--- config.mk ---
export PLATFORM = sky130hd
export DESIGN_NAME = sum_accum
export DESIGN_NICKNAME = d
export VERILOG_FILES = /design/src/rtl/sum_accum_pkg.sv /design/src/rtl/sum_accum_sat_add.sv /design/src/rtl/sum_accum.sv
export SDC_FILE = /design/constraint.sdc
export NUM_CORES = 1
export LEC_CHECK = 0
export ABC_AREA = 1
export CORE_UTILIZATION = 50
export CTS_CLUSTER_SIZE = 14
export DETAILED_ROUTE_END_ITERATION = 10
export GPL_ROUTABILITY_DRIVEN = 0
export GPL_TIMING_DRIVEN = 0
export PLACE_DENSITY_LB_ADDON = 0.1
export SLEW_MARGIN = 20
export SYNTH_ARGS = -nofsm -noshare
export SYNTH_HDL_FRONTEND = slang
export SYNTH_HIERARCHICAL = 1
export SYNTH_SLANG_ARGS = --single-unit
--- constraint.sdc ---
create_clock -name clk -period 1.9 [get_ports clk]
set_input_delay 0.285 -clock clk [delete_from_list [all_inputs] [get_ports clk]]
set_output_delay 0.285 -clock clk [all_outputs]
set_load 0.005 [all_outputs]
--- src/rtl/sum_accum_pkg.sv ---
// Shared state encoding and parameter defaults for the frame sum accumulator.
package sum_accum_pkg;

  typedef enum logic {
    ACCUM = 1'b0,
    HOLD  = 1'b1
  } state_e;

  localparam int DATA_W_DEF = 8;
  localparam int ACC_W_DEF  = 16;
  localparam int COUNT_DEF  = 4;
  localparam int CNT_W      = 8;

endpackage

--- src/rtl/sum_accum_sat_add.sv ---
// Unsigned saturating adder: clamps to all ones when the sum overflows ACC_W bits.
module sat_add #(
  parameter int ACC_W = 16
) (
  input  logic [ACC_W-1:0] a,
  input  logic [ACC_W-1:0] b,
  output logic [ACC_W-1:0] sum,
  output logic             sat
);

  logic [ACC_W:0] sum_ext_s;

  // Widen by one bit so the carry-out is the overflow indicator.
  always_comb begin
    sum_ext_s = {1'b0, a} + {1'b0, b};
    sat       = sum_ext_s[ACC_W];
    if (sum_ext_s[ACC_W]) begin
      sum = {ACC_W{1'b1}};
    end else begin
      sum = sum_ext_s[ACC_W-1:0];
    end
  end

endmodule

--- src/rtl/sum_accum.sv ---
// Accumulates COUNT carry-extended samples into a saturating frame total and
// presents it with a valid/ready handshake.
module sum_accum
  import sum_accum_pkg::*;
#(
  parameter int DATA_W = DATA_W_DEF,
  parameter int ACC_W  = ACC_W_DEF,
  parameter int COUNT  = COUNT_DEF
) (
  input  logic              clk,
  input  logic              rst,
  input  logic              clear,
  input  logic              in_valid,
  output logic              in_ready,
  input  logic [DATA_W-1:0] in_data,
  input  logic              in_carry,
  output logic              out_valid,
  input  logic              out_ready,
  output logic [ACC_W-1:0]  out_sum,
  output logic              out_sat
);

  localparam logic [CNT_W-1:0] LAST_CNT = CNT_W'(COUNT - 1);

  state_e           state_q, state_d;
  logic [ACC_W-1:0] acc_q, acc_d;
  logic [CNT_W-1:0] cnt_q, cnt_d;
  logic             sat_q, sat_d;
  logic             in_ready_q, in_ready_d;
  logic             out_valid_q, out_valid_d;

  logic [ACC_W-1:0] operand_s;
  logic [ACC_W-1:0] add_sum_s;
  logic             add_sat_s;
  logic             accept_s;
  logic             handshake_s;

  assign operand_s   = ACC_W'({in_carry, in_data});
  assign accept_s    = in_valid & in_ready_q;
  assign handshake_s = out_valid_q & out_ready;

  sat_add #(
    .ACC_W(ACC_W)
  ) u_sat_add (
    .a  (acc_q),
    .b  (operand_s),
    .sum(add_sum_s),
    .sat(add_sat_s)
  );

  // Next-state logic; clear overrides both accept and the result handshake.
  always_comb begin
    state_d     = state_q;
    acc_d       = acc_q;
    cnt_d       = cnt_q;
    sat_d       = sat_q;
    in_ready_d  = in_ready_q;
    out_valid_d = out_valid_q;
    if (clear) begin
      state_d     = ACCUM;
      acc_d       = {ACC_W{1'b0}};
      cnt_d       = {CNT_W{1'b0}};
      sat_d       = 1'b0;
      in_ready_d  = 1'b1;
      out_valid_d = 1'b0;
    end else begin
      case (state_q)
        ACCUM: begin
          if (accept_s) begin
            acc_d = add_sum_s;
            sat_d = sat_q | add_sat_s;
            cnt_d = cnt_q + 8'd1;
            if (cnt_q == LAST_CNT) begin
              state_d     = HOLD;
              in_ready_d  = 1'b0;
              out_valid_d = 1'b1;
            end else begin
              state_d = ACCUM;
            end
          end else begin
            state_d = ACCUM;
          end
        end
        HOLD: begin
          if (handshake_s) begin
            state_d     = ACCUM;
            acc_d       = {ACC_W{1'b0}};
            cnt_d       = {CNT_W{1'b0}};
            sat_d       = 1'b0;
            in_ready_d  = 1'b1;
            out_valid_d = 1'b0;
          end else begin
            state_d = HOLD;
          end
        end
        default: begin
          state_d     = ACCUM;
          acc_d       = {ACC_W{1'b0}};
          cnt_d       = {CNT_W{1'b0}};
          sat_d       = 1'b0;
          in_ready_d  = 1'b1;
          out_valid_d = 1'b0;
        end
      endcase
    end
  end

  // State and registered handshake outputs; reset discards any pending frame.
  always_ff @(posedge clk or posedge rst) begin
    if (rst) begin
      state_q     <= ACCUM;
      acc_q       <= {ACC_W{1'b0}};
      cnt_q       <= {CNT_W{1'b0}};
      sat_q       <= 1'b0;
      in_ready_q  <= 1'b1;
      out_valid_q <= 1'b0;
    end else begin
      state_q     <= state_d;
      acc_q       <= acc_d;
      cnt_q       <= cnt_d;
      sat_q       <= sat_d;
      in_ready_q  <= in_ready_d;
      out_valid_q <= out_valid_d;
    end
  end

  assign in_ready  = in_ready_q;
  assign out_valid = out_valid_q;
  assign out_sum   = acc_q;
  assign out_sat   = sat_q;

endmodule

==> key figures <==
Route
  – DRC: 2
  – Vias after detailed routing: 2324
  – Detail Route Antenna Nets: 0
  – Total wire length: 5.959 mm
  – Routed vias/inst: 5.085
  – Wirelength per Cell: 13.04 um
  – 1st-iter DRT viols: 125
  – 1st-pass router iterations: 8

Place
  – Setup WS pre-CTS: -0.6800 ns
  – IO Port Bufs: 32
  – Dpl cells: 442
  – DPL Wire Length: 3.934 mm

Synthesis
  – Distinct cells, synth: 31
  – Most common flop cell mapped by yosys: dfrtp_1
  – Post-synth EDFFs: 0
  – Syn Area/Cell: 6.747 um2
  – Register area share after synthesis: 29.56%
  – Yosys top cell area share: 28.45%
  – Synth Cell Area: 0.002375 mm2
  – Syn Inst Count: 352
  – Post-synth top area cell: dfrtp_1
  – Yosys reg bits: 28
  – Yosys warnings: 6
  – Async SR Flop Fraction: 100.0%
  – Synth area leaders: dfrtp_1, nand2_1, inv_1

GRT
  – Busiest layer in global routing: met2
  – M2 GR Usage: 43.80%
  – First-pass GRT wire length: 9.577 mm
  – Vias in the first global route: 2182
  – Initial antenna violation count: 0
  – GRT Total Usage: 24.27%
  – Met3 Use GR: 3.561%
  – Grt ovf: 0
  – Largest net degree at the start of global routing: 29
  – Met1 Track Usage GR: 28.57%

Outcome
  – Status: complete, but fails checks
  – Failing checks: design-rule violations, negative setup slack

Clocking
  – H-Tree Depth: 1
  – CTS tree: yes
  – Longest Clk Path Bufs: 2
  – # hold bufs at CTS: 0
  – Number of buffers created by CTS: 3
  – Clock tree sinks: 28
  – Worst skew pair latency: 0.28 ns
  – Clock slew at reported path FFs: 0.11 ns
  – Root buffer cell: clkbuf_8

Critical path
  – Worst-path cell chain: ha_4, fa_2, nand2_4, a21oi_4, nand2_2, nand2_2, a21oi_4, buf_8, nand2_1, a22o_1
  – Crit path launch type: flop
  – Crit path capture type: flop
  – Crit path buf inv count: 1
  – RR Endpoint: out_sum[5]$_DFFE_PP0P_
  – Crit. Startpoint: out_sum[0]$_DFFE_PP0P_
  – Worst Path Required: 2.08 ns
  – Reg-to-reg slack, setup: -0.20 ns
  – Worst-case reg-to-reg path depth: 10
  – Crit path DAT: 2.28 ns
  – WS Path Type: reg -> reg
  – Reg2Reg Launch Point: out_sum[0]$_DFFE_PP0P_
  – Crit-path max FO: 5
  – Slowest-stage cell, CP: dfrtp_1
  – CP peak stage delay: 0.42 ns
  – Stages on worst setup path: 10
  – Critical path destination: out_sum[5]$_DFFE_PP0P_
  – Family with the most delay on the worst path: adder cells

Die
  – Area of the core: 0.004444 mm2
  – Initial core utilization: 53.43%
  – FP Rows: 24
  – Chip height: 70.92 um
  – Number of I/O pins: 33
  – Die width: 70.92 um
  – Area of the die: 0.005029 mm2

Timing
  – Relative slew slack: 58.41%
  – Least-Margin Pin Slew: 0.6229 ns
  – Setup Skew: 0.008977 ns
  – Pins Over Slew Limit: 0
  – Setup Viol. Count Final: 17
  – Post-layout min period: 2.102 ns
  – Worst setup margin: -0.2023 ns
  – RSZ-0062 raised after global routing: true
  – Final Cycle Share: 110.6%
  – Highest clock rate: 0.4757 GHz
  – Final hold violation count: 0

Power and ir drop
  – Leakage: 1.687 nW
  – Max IR drop VDD: 406.9 uV
  – PD cells: 987.2 mW/mm2
  – Tot Pwr: 3.075 mW

Layout
  – Post-layout util: 70.10%
  – Final nets: 438
  – Layout area overhead: 31.19%
  – Fin cells: 457
  – Inserted Diodes: 0
  – Share of layout cells above drive strength 1: 16.79%

Hold path
  – Min-Delay Path Class: in -> async

Job
  – Maxcap violations: 0
==> sequential cells by signal, summed over array words and instances, names as in the netlist <==
register,flops
cnt_q,8
in_ready,1
out_sat,1
out_sum,16
out_valid,1
state_q,1
==> Yosys cell counts, drive strengths merged, types with 2 or more instances <==
master    n
nor2     33
nand2   122
a22o     12
buf       4
nor3      4
inv      72
o21ai    10
xor2      5
dfrtp    27
nand3b    2
ha       17
nand4     5
nand3    22
a21oi    11
==> worst reg2reg max path, stage by stage, from the launching register on <==
cell     delay (ns)
dfrtp_1        0.42
ha_4           0.18
fa_2           0.38
nand2_4        0.10
a21oi_4        0.06
nand2_2        0.08
nand2_2        0.08
a21oi_4        0.25
buf_8          0.17
nand2_1        0.06
a22o_1         0.21
==> per-layer routing <==
layer	part of all wire [%]	up-vias
li1	-	1189
met1	44	1071
met2	50	52
met3	3.1	12
met4	2.7	0
met5	0	-
==> cell type report <==
cell class | instances | area (um2)
Inverter | 72 | 270.3
Fill cell | 388 | 1329
Buffer | 4 | 48.80
Clock inverter | 1 | 30.03
Clock buffer | 3 | 41.29
Timing Repair Buffer | 43 | 416.7
Sequential cell | 28 | 701.9
Tap cell | 52 | 65.06
Multi-Input combinational cell | 254 | 1541
==> timing repair <==
item                       CTS  global route
hold endpoints to repair     0             0
pin swaps                    8            24
setup endpoints to repair   17            17
setup buffers               11             0
resized for setup           16            24
cloned                       1             0
==> cell usage in the layout (no fill, tap or decap), types with 6 or more instances in the layout <==
master / n
buf_6: 7
a21oi_1: 8
conb_1: 7
inv_2: 6
nand2_2: 9
nand3_1: 12
clkdlybuf4s50_1: 31
nand3_2: 9
nor2_1: 30
nand2_1: 108
a22o_1: 12
inv_1: 66
ha_1: 10
buf_4: 7
dfrtp_1: 27
==> power by group <==
part	switching (mW)	internal, mW
registers	0.107	0.698
clock network	0.206	0.283
logic	0.954	0.828
total	1.27	1.81
==> through the flow <==
stage               area [um2]  hold slack [ns]  setup TNS [ns]
CTS                       3042           0.4084          -1.819
global route              3115           0.4443          -3.901
finish                    3115           0.3844          -2.762
floorplan                 2407           0.3497         -0.6251
global placement          2793           0.5033          -9.165
detailed placement        2793           0.5105          -9.675
==> worst min path at each step <==
| stage | slack [ns] | endpoint | start |
|---|---|---|---|
| 2_1_floorplan | 0.35 | cnt_q[0]$_DFFE_PP0P_ | rst |
| 3_3_place_gp | 0.50 | cnt_q[0]$_DFFE_PP0P_ | cnt_q[0]$_DFFE_PP0P_ |
| 3_5_place_dp | 0.51 | cnt_q[0]$_DFFE_PP0P_ | cnt_q[0]$_DFFE_PP0P_ |
| 4_1_cts | 0.41 | out_valid$_DFFE_PP0P_ | rst |
| 5_1_grt | 0.44 | out_sum[8]$_DFFE_PP0P_ | rst |
| 6_report | 0.38 | out_sum[8]$_DFFE_PP0P_ | rst |
==> kinds of logic after synthesis <==
group                      Yosys count  synth area share, %
xor gates and xnor gates             5                1.844
AOI/OAI and AO/OA                   35                10.27
DFF                                 28                29.56
adders and majority gates           18                9.800
other                                1               0.1579
buffers and inverters               76                13.28
and+or+nand+nor                    189                35.09
(Power assumes the default switching activity.)
